--- src/rtl/memory_access_stage_pkg.sv ---
// Shared types and constants for the data-memory access stage.
// Holds the bus FSM state, the control bundle layout and the load/store size decode.
package memory_access_stage_pkg;

  typedef enum logic {
    IDLE = 1'b0,
    REQ  = 1'b1
  } mem_state_t;

  typedef struct packed {
    logic       reg_write;
    logic       mem_read;
    logic       mem_write;
    logic [2:0] funct3;
  } control_type;

  localparam logic [2:0] F3_LB  = 3'b000;
  localparam logic [2:0] F3_LH  = 3'b001;
  localparam logic [2:0] F3_LW  = 3'b010;
  localparam logic [2:0] F3_LBU = 3'b100;
  localparam logic [2:0] F3_LHU = 3'b101;
  localparam logic [2:0] F3_SB  = 3'b000;
  localparam logic [2:0] F3_SH  = 3'b001;
  localparam logic [2:0] F3_SW  = 3'b010;

  // Unsupported sizes report as misaligned so they never reach the bus.
  function automatic logic is_misaligned(input logic       is_read,
                                         input logic [2:0] funct3,
                                         input logic [1:0] lane);
    logic bad;
    bad = 1'b1;
    if (is_read) begin
      case (funct3)
        F3_LB, F3_LBU: bad = 1'b0;
        F3_LH, F3_LHU: bad = lane[0];
        F3_LW:         bad = |lane;
        default:       bad = 1'b1;
      endcase
    end else begin
      case (funct3)
        F3_SB:   bad = 1'b0;
        F3_SH:   bad = lane[0];
        F3_SW:   bad = |lane;
        default: bad = 1'b1;
      endcase
    end
    return bad;
  endfunction

endpackage

--- src/rtl/memory_access_stage_load_data_aligner.sv ---
// Picks the addressed byte/halfword out of a read word and extends it to 32 bits.
// Purely combinational; the caller qualifies the result with the access that produced it.
module load_data_aligner
  import memory_access_stage_pkg::*;
(
  input  logic [31:0] rdata,
  input  logic [1:0]  lane,
  input  logic [2:0]  funct3,
  output logic [31:0] data
);

  logic [7:0]  lane_byte [4];
  logic [7:0]  byte_sel;
  logic [15:0] half_sel;

  generate
    for (genvar gi = 0; gi < 4; gi++) begin : g_lane
      assign lane_byte[gi] = rdata[8*gi +: 8];
    end
  endgenerate

  assign byte_sel = lane_byte[lane];
  assign half_sel = lane[1] ? rdata[31:16] : rdata[15:0];

  always_comb begin
    data = rdata;
    case (funct3)
      F3_LB:   data = {{24{byte_sel[7]}}, byte_sel};
      F3_LBU:  data = {24'h0, byte_sel};
      F3_LH:   data = {{16{half_sel[15]}}, half_sel};
      F3_LHU:  data = {16'h0, half_sel};
      default: data = rdata;
    endcase
  end

endmodule

--- src/rtl/memory_access_stage.sv ---
// Memory stage: runs one req/ack data-memory access per load/store with an abort
// timeout, and registers the execute bundle toward write-back.
module memory_access_stage
  import memory_access_stage_pkg::*;
#(
  parameter int unsigned TIMEOUT_CYCLES = 16
) (
  input  logic        clk,
  input  logic        reset_n,
  input  logic        valid_in,
  input  logic [31:0] alu_data_in,
  input  logic [31:0] memory_data_in,
  input  control_type control_in,
  input  logic        compflg_in,
  output logic        stall_out,
  output logic        dmem_req,
  output logic        dmem_we,
  output logic [31:0] dmem_addr,
  output logic [31:0] dmem_wdata,
  output logic [3:0]  dmem_be,
  input  logic        dmem_ack,
  input  logic [31:0] dmem_rdata,
  output logic        valid_out,
  output control_type control_out,
  output logic [31:0] alu_data_out,
  output logic [31:0] mem_data_out,
  output logic        compflg_out,
  output logic        misaligned_flag,
  output logic        bus_error
);

  localparam logic [7:0] CNT_LAST = 8'(TIMEOUT_CYCLES - 1);

  mem_state_t  state_reg, state_next;
  logic [7:0]  cnt_reg, cnt_next;

  logic [1:0]  lane;
  logic        is_read, is_write, is_mem_op, misaligned;
  logic        accept_pass, accept_misal, accept_bus;
  logic        ack_hit, timeout_hit, complete;
  logic [3:0]  sb_be;
  logic [3:0]  be_calc;
  logic [31:0] wdata_calc;
  logic [31:0] load_data;

  assign lane      = alu_data_in[1:0];
  assign is_read   = control_in.mem_read;
  assign is_write  = control_in.mem_write & ~control_in.mem_read;
  assign is_mem_op = control_in.mem_read | control_in.mem_write;
  assign misaligned = is_mem_op & is_misaligned(is_read, control_in.funct3, lane);

  assign accept_pass  = (state_reg == IDLE) & valid_in & ~is_mem_op;
  assign accept_misal = (state_reg == IDLE) & valid_in & misaligned;
  assign accept_bus   = (state_reg == IDLE) & valid_in & is_mem_op & ~misaligned;
  assign ack_hit      = (state_reg == REQ) & dmem_ack;
  assign timeout_hit  = (state_reg == REQ) & ~dmem_ack & (cnt_reg == CNT_LAST);
  assign complete     = accept_pass | accept_misal | ack_hit | timeout_hit;

  generate
    for (genvar gi = 0; gi < 4; gi++) begin : g_sb_be
      assign sb_be[gi] = (lane == 2'(gi));
    end
  endgenerate

  always_comb begin
    be_calc    = 4'b1111;
    wdata_calc = memory_data_in;
    if (is_write) begin
      case (control_in.funct3)
        F3_SB: begin
          be_calc    = sb_be;
          wdata_calc = {4{memory_data_in[7:0]}};
        end
        F3_SH: begin
          be_calc    = lane[1] ? 4'b1100 : 4'b0011;
          wdata_calc = {2{memory_data_in[15:0]}};
        end
        default: begin
          be_calc    = 4'b1111;
          wdata_calc = memory_data_in;
        end
      endcase
    end
  end

  load_data_aligner u_aligner (
    .rdata  (dmem_rdata),
    .lane   (lane),
    .funct3 (control_in.funct3),
    .data   (load_data)
  );

  always_ff @(posedge clk or negedge reset_n) begin
    if (!reset_n) begin
      state_reg <= IDLE;
      cnt_reg   <= 8'd0;
    end else begin
      state_reg <= state_next;
      cnt_reg   <= cnt_next;
    end
  end

  always_comb begin
    state_next = state_reg;
    cnt_next   = cnt_reg;
    case (state_reg)
      IDLE: begin
        if (accept_bus) begin
          state_next = REQ;
          cnt_next   = 8'd0;
        end
      end
      REQ: begin
        if (ack_hit || timeout_hit) begin
          state_next = IDLE;
          cnt_next   = 8'd0;
        end else begin
          cnt_next = cnt_reg + 8'd1;
        end
      end
      default: begin
        state_next = IDLE;
        cnt_next   = 8'd0;
      end
    endcase
  end

  // Stall also covers the accept cycle so the instruction stays on the inputs
  // for the whole access; it drops in the completing cycle (ack or abort).
  always_comb begin
    dmem_req   = (state_reg == REQ);
    dmem_we    = dmem_req & is_write;
    dmem_addr  = dmem_req ? {alu_data_in[31:2], 2'b00} : 32'h0;
    dmem_be    = dmem_req ? be_calc : 4'b0000;
    dmem_wdata = dmem_req ? wdata_calc : 32'h0;
    stall_out  = reset_n & (accept_bus | ((state_reg == REQ) & ~ack_hit & ~timeout_hit));
  end

  always_ff @(posedge clk or negedge reset_n) begin
    if (!reset_n) begin
      valid_out       <= 1'b0;
      control_out     <= '0;
      alu_data_out    <= 32'h0;
      mem_data_out    <= 32'h0;
      compflg_out     <= 1'b0;
      misaligned_flag <= 1'b0;
      bus_error       <= 1'b0;
    end else begin
      valid_out       <= complete;
      misaligned_flag <= accept_misal;
      bus_error       <= timeout_hit;
      if (complete) begin
        control_out  <= control_in;
        alu_data_out <= alu_data_in;
        compflg_out  <= compflg_in;
        mem_data_out <= (ack_hit && is_read) ? load_data : 32'h0;
      end
    end
  end

endmodule
--- config.mk ---
export PLATFORM = sky130hd
export DESIGN_NAME = memory_access_stage
export DESIGN_NICKNAME = d
export VERILOG_FILES = /design/src/rtl/memory_access_stage_pkg.sv /design/src/rtl/memory_access_stage_load_data_aligner.sv /design/src/rtl/memory_access_stage.sv
export SDC_FILE = /design/constraint.sdc
export NUM_CORES = 1
export LEC_CHECK = 0
export ABC_AREA = 1
export BUFFER_PORTS_ARGS = -buffer_cell sky130_fd_sc_hd__buf_2
export CAP_MARGIN = 20
export CORE_MARGIN = 4
export CORE_UTILIZATION = 50
export DETAILED_ROUTE_END_ITERATION = 6
export PLACE_DENSITY = 0.89
export SETUP_SLACK_MARGIN = 0.1
export SKIP_LAST_GASP = 1
export SLEW_MARGIN = 5
export SYNTH_ARGS = -nofsm -noshare
export SYNTH_HDL_FRONTEND = slang
export SYNTH_SLANG_ARGS = --single-unit
--- constraint.sdc ---
create_clock -name clk -period 3.16 [get_ports clk]
set_input_delay 0 -clock clk [delete_from_list [all_inputs] [get_ports clk]]
set_output_delay 0 -clock clk [all_outputs]
set_load 0.05 [all_outputs]
-- After elaboration in Yosys (flattened, before gate mapping)
Cells that the tools add are included.
W data, S select, Z words.
- add/subtract/negate cells: 1
- $lt $le $gt $ge: 1
- equality and inequality tests: 9
- multiplexer cells: 23
- bitwise gates (word level): 27
- reduce and logical (&&, ||, !) cells: 7
- operators by type and width (cell ; count):
    $mux W32 ; 4
    $pmux W32 S4 ; 1
    $pmux W32 S2 ; 1
    $mux W8 ; 4
    $bmux W8 S2 ; 1
    $mux W16 ; 1
    $pmux W8 S2 ; 1
    $and A1 B1 Y1 ; 14
    $mux W4 ; 3
    $add A8 B1 Y8 const B ; 1
    $eq A8 B4 Y1 const B ; 1
    $pmux W4 S2 ; 1
    $not A1 Y1 ; 7
    $eq A3 B3 Y1 const B ; 2
    $pmux W1 S3 ; 2
    $reduce_or A2 Y1 ; 3
    $or A1 B1 Y1 ; 5
    $eq A2 B2 Y1 const B ; 2
    $eq A3 B1 Y1 const B ; 1
    $eq A3 B2 Y1 const B ; 1
    $ge A3 B3 Y1 const B ; 1
    $logic_not A3 Y1 ; 1
    $mux W1 ; 3
    $not A2 Y3 ; 1
    6 further kinds ; 6
- register bits after elaboration: 83
- input port bits: 107
- output and inout port bits: 145
- logic and storage cells: 80

-- Depth between registers and ports, before layout
Gate-level depths: netlist (run 1).
- depth after elaboration: 9
- mapped depth: 13
- depth with buffers taken out: 10

-- Cells and area by module
Synthesis (run 1) repeated with hierarchy kept, for this count alone.
- cell total of the unflattened synthesis: 776
- area, all modules: 5385.2 µm²
- by module, submodules not included (module ; times used ; cells an instance ; area an instance (µm²) ; seq. area each (µm²)):
    memory_access_stage ; 1 ; 607 ; 4513.1 ; 2077.0
    load_data_aligner ; 1 ; 169 ; 872.1 ; 0.0

-- Worst setup path before layout (run 1)
No wires, ideal clock.
- path type: register -> output
- from: register state_reg, in the netlist dmem_req
- to: output stall_out
- data arrival time: 2.697 ns
- data required time: 3.160 ns
- setup slack: 0.463 ns
- stages on the path, launching flop included: 9
- buffers on the path: 2
- path through: dfrtp_1 buf_4 inv_2 or2_1 nor3_4 a21oi_4 buf_2 nand2_1 a21boi_0
- word-level cells in the longest chain between the ends: 6
- elaborated cells between the ends (all ways): 13
- those cells by class: bitwise: 13
- RTL lines (what ; RTL line ; text):
    start, declared ; memory_access_stage.sv:34 ; mem_state_t state_reg, state_next;
    start signal, assigned ; memory_access_stage.sv:98 ; state_reg <= state_next;
    $and A1 B1 Y1 (2 in a row) ; memory_access_stage.sv:56 ; assign timeout_hit = (state_reg == REQ) & ~dmem_ack & (cnt_reg == CNT_LAST);
    named net timeout_hit ; memory_access_stage.sv:40 ; logic ack_hit, timeout_hit, complete;
    $not A1 Y1 ; memory_access_stage.sv:136 ; stall_out = reset_n & (accept_bus | ((state_reg == REQ) & ~ack_hit & ~timeout_hit));
    $and A1 B1 Y1 ; memory_access_stage.sv:136 ;
    $or A1 B1 Y1 ; memory_access_stage.sv:136 ;
    $and A1 B1 Y1 ; memory_access_stage.sv:136 ;
    end, declared ; memory_access_stage.sv:15 ; output logic stall_out,
The timed path passes the listed nets, and every way through them passes these cells.

-- Final worst setup path (run 1)
- from: register cnt_reg[0]
- to: output stall_out
- word-level cells in the longest chain between the ends: 6
- RTL lines (what ; RTL line ; text):
    start, declared ; memory_access_stage.sv:35 ; logic [7:0] cnt_reg, cnt_next;
    start signal, assigned ; memory_access_stage.sv:99 ; cnt_reg <= cnt_next;
    $eq A8 B4 Y1 ; memory_access_stage.sv:56 ;
    $and A1 B1 Y1 ; memory_access_stage.sv:56 ;
    named net timeout_hit ; memory_access_stage.sv:40 ;
    $not A1 Y1 ; memory_access_stage.sv:136 ;
    $and A1 B1 Y1 ; memory_access_stage.sv:136 ;
    $or A1 B1 Y1 ; memory_access_stage.sv:136 ;
    $and A1 B1 Y1 ; memory_access_stage.sv:136 ;
The timed path passes the listed nets, and every way through them passes these cells.

==> results of run 1 <==
## metal layers
metal	GRT usage	up-vias
met3	0.0651	56
met1	0.371	2820
met4	0.102	0
met5	0	-
met2	0.523	416
li1	-	2904
## synthesized netlist by cell type, drive strengths merged
cell     number  area share
o32ai         4      0.0069
a211oi        4      0.0059
nor3          2      0.0042
nand3b        3      0.0044
a21boi        1      0.0015
nand3        38       0.039
xor2          5      0.0086
or2           2      0.0025
o22ai         4      0.0049
o21ai        29       0.029
nor2         50       0.039
nand4        73       0.090
buf          25       0.031
a31oi         2      0.0025
clkbuf       28       0.021
nand2       227        0.17
dfrtp        83        0.41
o2111ai       5      0.0086
a21oi        36       0.038
o221ai        2      0.0035
conb          1     0.00074
o31ai         3      0.0044
o211ai        7       0.010
ha            1      0.0025
inv          88       0.065
## layout by cell type, fill, tap and decap left out, drive strengths merged
cell,netlist,layout
nor2,50,50
ha,1,1
o22ai,4,4
o211ai,7,7
clkinvlp,0,1
bufinv,0,1
nand3b,3,3
or2,2,2
o21ai,29,29
dlygate4sd3,0,47
o31ai,3,3
o32ai,4,4
a211oi,4,4
xor2,5,5
inv,88,92
clkbuf,28,9
o2111ai,5,5
o221ai,2,2
clkinv,0,1
nand2,227,227
nand3,38,38
dfrtp,83,83
a21oi,36,36
nor3,2,2
a31oi,2,2
buf,25,257
a21boi,1,1
nand4,73,73
conb,1,2
## logic make-up after synthesis
kind of cell               Yosys count  share of synthesized area
and+or+nand+nor                    395                      0.348
buffers and inverters              141                      0.117
AOI/OAI and AO/OA                   97                      0.115
DFF                                 83                      0.409
xor gates and xnor gates             5                    0.00862
adders and majority gates            1                    0.00246
other                                1                   0.000739
## power breakdown
group	switching (W)	total, W	internal [W]
registers	0.000254	0.00171	0.00146
logic	0.00348	0.00442	0.000938
clock network	0.000420	0.000798	0.000378
total	0.00416	0.00693	0.00278
## final timing paths
check | start | endpoint | slack (ns) | depth (start not counted)
worst max register to register | cnt_reg[0] | alu_data_out[14] | 0.98 | 7
worst max-delay path | cnt_reg[0] | stall_out | 0.41 | 8
min in group asynchronous | reset_n | alu_data_out[7] | 0.22 | 2
max in group asynchronous | reset_n | cnt_reg[4] | 2.06 | 3
worst min-delay path | dmem_rdata[3] | mem_data_out[3] | 0.01 | 3
worst min register to register | mem_data_out[31] | mem_data_out[31] | 0.53 | 2
## through the flow
stage / instances / setup slack, ns / power [W] / instance area, um2 / hold WS (ns)
2_1_floorplan: 724 / 0.463 / 0.00502 / 5080 / -0.296
3_3_place_gp: 1061 / 0.886 / 0.00598 / 6310 / 0.0724
3_5_place_dp: 1061 / 0.816 / 0.00605 / 6310 / 0.0802
4_1_cts: 1124 / 0.424 / 0.00690 / 6990 / 0.00193
5_1_grt: 1124 / 0.209 / 0.00730 / 6990 / 0.00225
6_report: 1124 / 0.405 / 0.00693 / 6990 / 0.0118
## area by class of cell
| type | count | area share |
|---|---|---|
| clock buffers | 9 | 0.0177 |
| clock inverters | 7 | 0.0115 |
| well taps | 133 | 0.0238 |
| multi-input cells | 500 | 0.346 |
| flip-flops and latches | 83 | 0.297 |
| repair buffers | 304 | 0.256 |
| inverters | 88 | 0.0473 |
## critical path, delay by kind of cell, from the launching register on
kind            cells  cell delay (ns)
compound gates      2             0.33
flops               1             0.42
buf+inv             2             0.97
fa+ha+maj           1             0.26
simple gates        3             0.39
==> report_table.html, run 1 <==
<table>
<tr><th>Metric</th><th>Value</th></tr>
<tr><th colspan="2">Outcome</th></tr>
<tr><td>Run status</td><td>finished clean</td></tr>
<tr><th colspan="2">Floorplan</th></tr>
<tr><td>Core outline area</td><td>9820 um2</td></tr>
<tr><td>Width of the chip</td><td>109 um</td></tr>
<tr><td>Die Footprint</td><td>11800 um2</td></tr>
<tr><td>Initial standard-cell utilization of the core</td><td>0.517</td></tr>
<tr><td>Vertical die dimension</td><td>109 um</td></tr>
<tr><td>Number of placed I/O pins</td><td>252</td></tr>
<tr><td>Total number of placement rows</td><td>36</td></tr>
<tr><th colspan="2">Synth</th></tr>
<tr><td>Post-synth design cell area</td><td>5080 um2</td></tr>
<tr><td>Instance count of the mapped netlist</td><td>723</td></tr>
<tr><td>Post-synth cell types</td><td>37</td></tr>
<tr><td>Synth warnings</td><td>0</td></tr>
<tr><td>Sequential-to-total area share from yosys stat</td><td>0.409</td></tr>
<tr><td>Synthesis-stage register bit count</td><td>83</td></tr>
<tr><td>Mapped Avg Cell Area</td><td>7.02 um2</td></tr>
<tr><th colspan="2">GRT</th></tr>
<tr><td>Largest net degree at the start of global routing</td><td>81</td></tr>
<tr><td>Number of global-route vias before repair</td><td>5796</td></tr>
<tr><td>Initial antenna violation count</td><td>0</td></tr>
<tr><td>Total global routing overflow</td><td>0</td></tr>
<tr><td>Total routing usage reported by global routing</td><td>0.301</td></tr>
<tr><td>Wire length of the first global-routing pass</td><td>28.5 mm</td></tr>
<tr><th colspan="2">Layout</th></tr>
<tr><td>Final cell utilization of the core</td><td>0.712</td></tr>
<tr><td>Fillers</td><td>799</td></tr>
<tr><td>Area growth, synth to finish</td><td>37.6%</td></tr>
<tr><td>Share of final-layout standard cells stronger than drive strength 1</td><td>0.292</td></tr>
<tr><td>Antenna diode instance count</td><td>0</td></tr>
<tr><td>Total area of multi-input combinational cells</td><td>2420 um2</td></tr>
<tr><td>Area of all sequential standard cells</td><td>2080 um2</td></tr>
<tr><td>Final Net Count</td><td>1094</td></tr>
<tr><th colspan="2">Critical path</th></tr>
<tr><td>Arrival time of data at the critical path endpoint</td><td>2.75 ns</td></tr>
<tr><td>Required @ worst endpoint</td><td>3.16 ns</td></tr>
<tr><td>Critical setup path kind</td><td>register to primary output</td></tr>
<tr><td>CP max-delay cell</td><td>sky130_fd_sc_hd__buf_4</td></tr>
<tr><td>Cell seen most often among critical-path stages</td><td>sky130_fd_sc_hd__nand2_1</td></tr>
<tr><td>Startpoint type of the worst setup path</td><td>register</td></tr>
<tr><td>Crit path max fanout</td><td>80</td></tr>
<tr><td>Largest stage delay, worst path</td><td>0.66 ns</td></tr>
<tr><td>Cell Chain, Critical Path</td><td>ha_1, nand2_1, nor3_4, a21oi_4, buf_4, nand2_1, a21boi_0, buf_2</td></tr>
<tr><td>Endpoint class of the critical path</td><td>primary output</td></tr>
<tr><th colspan="2">Pwr</th></tr>
<tr><td>Power Dens Cells</td><td>992 nW/um2</td></tr>
<tr><td>LEAKAGE</td><td>4.24 nW</td></tr>
<tr><td>Max rail drop VDD</td><td>0.547 mV</td></tr>
<tr><th colspan="2">Timing</th></tr>
<tr><td>Post-route clock skew</td><td>0.0121 ns</td></tr>
<tr><td>Slew HR</td><td>0.441</td></tr>
<tr><td>Final count of pins violating max slew</td><td>0</td></tr>
<tr><td>Min Clock Period, post-route</td><td>2.75 ns</td></tr>
<tr><td>Unrepaired setup endpoints after global routing</td><td>no</td></tr>
<tr><td>Share of the cycle needed by the critical path after routing</td><td>0.872</td></tr>
<tr><td>Total negative slack</td><td>0 ns</td></tr>
<tr><td>Pin slew with the least headroom to its limit</td><td>0.838 ns</td></tr>
<tr><td>Hold violation total from the final report</td><td>0</td></tr>
<tr><td>Maximum achievable frequency</td><td>363 MHz</td></tr>
<tr><td>Setup-failing EPs final</td><td>0</td></tr>
<tr><th colspan="2">Job</th></tr>
<tr><td>Max Cap Violations</td><td>0</td></tr>
<tr><th colspan="2">Route</th></tr>
<tr><td>Sum of met2 wire segment lengths after detailed routing</td><td>8.91 mm</td></tr>
<tr><td>Via density</td><td>5.51</td></tr>
<tr><td>Remaining routing DRC violations</td><td>0</td></tr>
<tr><td>Post-Route WL</td><td>18.2 mm</td></tr>
<tr><td>Overall via count from detail_route</td><td>6196</td></tr>
<tr><td>Avg WL per Cell</td><td>16.2 um</td></tr>
<tr><td>Met1 wire length</td><td>6.83 mm</td></tr>
<tr><td>Post-route ant nets</td><td>0</td></tr>
<tr><td>Highest metal used</td><td>met4</td></tr>
<tr><td>Number of iterations in the first detailed-routing pass</td><td>7</td></tr>
<tr><td>Number of DRC violations after detailed-routing iteration 0</td><td>520</td></tr>
<tr><td>Met3 routed wirelength</td><td>2.00 mm</td></tr>
<tr><th colspan="2">Placement</th></tr>
<tr><td>Detailed placement HPWL</td><td>12.2 mm</td></tr>
<tr><td>Number of buffers added on ports</td><td>249</td></tr>
<tr><td>Routability cong.</td><td>0.921</td></tr>
<tr><th colspan="2">CTS</th></tr>
<tr><td>Number of buffers inserted to repair setup after CTS</td><td>0</td></tr>
<tr><td>Count of hold-fix buffers inserted at cts</td><td>47</td></tr>
<tr><td>Number of clock buffers inserted by TritonCTS</td><td>9</td></tr>
<tr><td>TritonCTS clock tree</td><td>done</td></tr>
<tr><td>Worst-path clk slew</td><td>0.09 ns</td></tr>
<tr><td>H-tree levels</td><td>3</td></tr>
<tr><td>Skew-Pair Late Insertion Delay</td><td>0.35 ns</td></tr>
<tr><td>Clock root buffer master</td><td>sky130_fd_sc_hd__clkbuf_8</td></tr>
<tr><td>Number of sinks driven by the clock tree</td><td>83</td></tr>
<tr><td>Number of buffers on the longest clock path</td><td>2</td></tr>
<tr><td>Post-CTS sizing</td><td>0</td></tr>
<tr><th colspan="2">Hold path</th></tr>
<tr><td>Path class of the lowest-slack min-delay path</td><td>input pin to register</td></tr>
</table>
No activity file was read; power rests on OpenSTA's default activity.
==> inputs of run 2 (changes only) <==
CORE_ASPECT_RATIO = 1.1   (was not set)
==> run 2 against run 1 <==
Effect of this change: hold slack improved by 0.0080 ns; clock power shrank 11%; worst setup slack improved by 0.15 ns; die area barely moved; critical endpoint is now dmem_wdata[21]; global-route usage increased by 0.51 points; routed wire length about the same; clock skew rose by 0.0065 ns; sequential power barely moved; sequential share of layout area down 0.10 points; fmax up 5.9%.
==> report_table.html, run 2 (synthesis gave the netlist of run 1 again) <==
<table>
<tr><th>Metric</th><th>Value</th></tr>
<tr><th colspan="2">CTS</th></tr>
<tr><td>Worst-path clk slew</td><td>0.10 ns</td></tr>
<tr><td>Post-CTS sizing</td><td>0</td></tr>
<tr><td>Number of clock buffers inserted by TritonCTS</td><td>9</td></tr>
<tr><td>Number of sinks driven by the clock tree</td><td>83</td></tr>
<tr><td>Number of buffers inserted to repair setup after CTS</td><td>0</td></tr>
<tr><td>H-tree levels</td><td>3</td></tr>
<tr><td>Skew-Pair Late Insertion Delay</td><td>0.37 ns</td></tr>
<tr><td>Number of buffers on the longest clock path</td><td>2</td></tr>
<tr><td>TritonCTS clock tree</td><td>done</td></tr>
<tr><td>Clock root buffer master</td><td>sky130_fd_sc_hd__clkbuf_8</td></tr>
<tr><th colspan="2">Hold path</th></tr>
<tr><td>Worst hold path cell count</td><td>5</td></tr>
<tr><td>Worst-case hold path end point</td><td>mem_data_out[26]</td></tr>
<tr><td>Path class of the lowest-slack min-delay path</td><td>input pin to register</td></tr>
<tr><td>Worst hold start</td><td>dmem_rdata[26]</td></tr>
<tr><th colspan="2">Timing</th></tr>
<tr><td>Final count of pins violating max slew</td><td>0</td></tr>
<tr><td>Min Clock Period, post-route</td><td>2.60 ns</td></tr>
<tr><td>Final hold slack</td><td>0.0198 ns</td></tr>
<tr><td>Pin slew with the least headroom to its limit</td><td>0.746 ns</td></tr>
<tr><td>Setup-failing EPs final</td><td>0</td></tr>
<tr><td>Total negative slack</td><td>0 ns</td></tr>
<tr><td>Maximum achievable frequency</td><td>384 MHz</td></tr>
<tr><td>Hold violation total from the final report</td><td>0</td></tr>
<tr><td>Post-route clock skew</td><td>0.0186 ns</td></tr>
<tr><td>Setup ws final</td><td>0.559 ns</td></tr>
<tr><td>Unrepaired setup endpoints after global routing</td><td>no</td></tr>
<tr><td>Slew HR</td><td>0.502</td></tr>
<tr><td>Share of the cycle needed by the critical path after routing</td><td>0.823</td></tr>
<tr><th colspan="2">Critical path</th></tr>
<tr><td>Startpoint type of the worst setup path</td><td>input pin</td></tr>
<tr><td>Largest stage delay, worst path</td><td>0.55 ns</td></tr>
<tr><td>CP max-delay cell</td><td>sky130_fd_sc_hd__dlygate4sd3_1</td></tr>
<tr><td>Required @ worst endpoint</td><td>3.16 ns</td></tr>
<tr><td>Arrival time of data at the critical path endpoint</td><td>2.60 ns</td></tr>
<tr><td>Critical setup path kind</td><td>input pin to primary output</td></tr>
<tr><td>CP top delay family</td><td>buffers and inverters</td></tr>
<tr><td>Crit path max fanout</td><td>26</td></tr>
<tr><td>Count of buffering cells on the critical path with inverters included</td><td>5</td></tr>
<tr><td>Crit path from</td><td>control_in[0]</td></tr>
<tr><td>Cell Chain, Critical Path</td><td>dlygate4sd3_1, buf_2, inv_2, nor2_2, nand2_1, nand2_1, nand2_2, inv_2, o21ai_0, a21oi_1, buf_2</td></tr>
<tr><td>Critical register-to-register path startpoint</td><td>dmem_req</td></tr>
<tr><td>Endpoint class of the critical path</td><td>primary output</td></tr>
<tr><td>Worst R2R Setup Slack</td><td>1.10 ns</td></tr>
<tr><td>Reg2Reg Depth</td><td>8</td></tr>
<tr><td>Destination of the worst register-to-register timing path</td><td>alu_data_out[10]</td></tr>
<tr><th colspan="2">Route</th></tr>
<tr><td>Number of iterations in the first detailed-routing pass</td><td>5</td></tr>
<tr><td>Number of DRC violations after detailed-routing iteration 0</td><td>507</td></tr>
<tr><td>Via density</td><td>5.54</td></tr>
<tr><td>Overall via count from detail_route</td><td>6191</td></tr>
<tr><td>Post-Route WL</td><td>18.2 mm</td></tr>
<tr><td>Avg WL per Cell</td><td>16.3 um</td></tr>
<tr><td>Remaining routing DRC violations</td><td>0</td></tr>
<tr><td>Post-route ant nets</td><td>0</td></tr>
<tr><th colspan="2">GRT</th></tr>
<tr><td>Wire length of the first global-routing pass</td><td>29.6 mm</td></tr>
<tr><td>Number of global-route vias before repair</td><td>5871</td></tr>
<tr><td>Total global routing overflow</td><td>0</td></tr>
<tr><td>Largest net degree at the start of global routing</td><td>74</td></tr>
<tr><td>Initial antenna violation count</td><td>0</td></tr>
<tr><td>Total routing usage reported by global routing</td><td>0.306</td></tr>
<tr><th colspan="2">Layout</th></tr>
<tr><td>Antenna diode instance count</td><td>0</td></tr>
<tr><td>Area growth, synth to finish</td><td>38.1%</td></tr>
<tr><td>Commonest non-fill, non-tap cells in the layout</td><td>248 x sky130_fd_sc_hd__buf_2, 224 x sky130_fd_sc_hd__nand2_1, 83 x sky130_fd_sc_hd__inv_1</td></tr>
<tr><td>Most common cell after layout, fill and taps aside</td><td>sky130_fd_sc_hd__buf_2</td></tr>
<tr><td>Final Net Count</td><td>1101</td></tr>
<tr><td>Share of final-layout standard cells stronger than drive strength 1</td><td>0.290</td></tr>
<tr><td>Cell area after layout</td><td>7010 um2</td></tr>
<tr><th colspan="2">Floorplan</th></tr>
<tr><td>Die Footprint</td><td>11800 um2</td></tr>
<tr><td>Width of the chip</td><td>104 um</td></tr>
<tr><td>Initial standard-cell utilization of the core</td><td>0.513</td></tr>
<tr><td>Number of placed I/O pins</td><td>252</td></tr>
<tr><td>Vertical die dimension</td><td>114 um</td></tr>
<tr><td>Core outline area</td><td>9890 um2</td></tr>
<tr><td>Total number of placement rows</td><td>38</td></tr>
<tr><th colspan="2">Pwr</th></tr>
<tr><td>LEAKAGE</td><td>4.25 nW</td></tr>
<tr><td>Power Dens Cells</td><td>977 nW/um2</td></tr>
<tr><td>Max rail drop VDD</td><td>0.589 mV</td></tr>
<tr><th colspan="2">Placement</th></tr>
<tr><td>Worst slack at placement</td><td>1.03 ns</td></tr>
<tr><td>Routability cong.</td><td>0.918</td></tr>
<tr><td>Placement-stage cell area</td><td>6300 um2</td></tr>
<tr><td>Number of buffers added on ports</td><td>249</td></tr>
<tr><td>Detailed placement HPWL</td><td>12.2 mm</td></tr>
<tr><th colspan="2">Job</th></tr>
<tr><td>Max Cap Violations</td><td>0</td></tr>
<tr><th colspan="2">Outcome</th></tr>
<tr><td>Run status</td><td>finished clean</td></tr>
</table>
run 2: layout make-up:
type | instances | area, um2
fillers | 798 | 2880
inverters | 88 | 330
clock buffers | 10 | 128
repair buffers | 311 | 1860
well taps | 120 | 150
flip-flops and latches | 83 | 2080
clock inverters | 6 | 48.8
multi-input cells | 500 | 2420
run 2: repair_timing:
action,in CTS,in global routing
endpoints found under the setup margin,0,0
hold endpoints to repair,98,0
hold buffers,53,0
run 2: where the power goes:
part           switching, W  leakage, nW  internal (W)  total (W)
clock              0.000418       0.0852      0.000296   0.000714
sequential         0.000268         1.07       0.00146    0.00173
combinational       0.00346         3.10      0.000944    0.00441
total               0.00415         4.25       0.00270    0.00685
run 2: metal layers:
metal  vias to the layer above  wire (um)  GRT usage
met3                        39       1720     0.0724
met2                       390       8910      0.521
met5                         -          0          0
met1                      2842       7150      0.392
li1                       2920          -          -
met4                         0        465     0.0922
run 2: tightest hold or removal path: stages:
cell and delay [ns]:
sky130_fd_sc_hd__buf_2 0.10, sky130_fd_sc_hd__inv_1 0.08, sky130_fd_sc_hd__a21oi_1 0.07, sky130_fd_sc_hd__nand2_1 0.06, sky130_fd_sc_hd__nand2_1 0.05
run 2: per-stage QoR:
stage | cells | utilization | power [W]
2_1_floorplan | 724 | - | 0.00502
3_3_place_gp | 1049 | 0.638 | 0.00601
3_5_place_dp | 1049 | 0.638 | 0.00605
4_1_cts | 1118 | 0.709 | 0.00683
5_1_grt | 1118 | 0.709 | 0.00722
6_report | 1118 | 0.709 | 0.00685
run 2: how the worst max path moves through the flow:
stage                          end  slack, ns  cells after the start
detailed placement  control_out[3]       1.03                     11
finish              dmem_wdata[21]       0.56                     11
CTS                 dmem_wdata[25]       0.61                     11
floorplan                stall_out       0.46                      8
global route        dmem_wdata[25]       0.34                     11
global placement    control_out[4]       1.05                     11
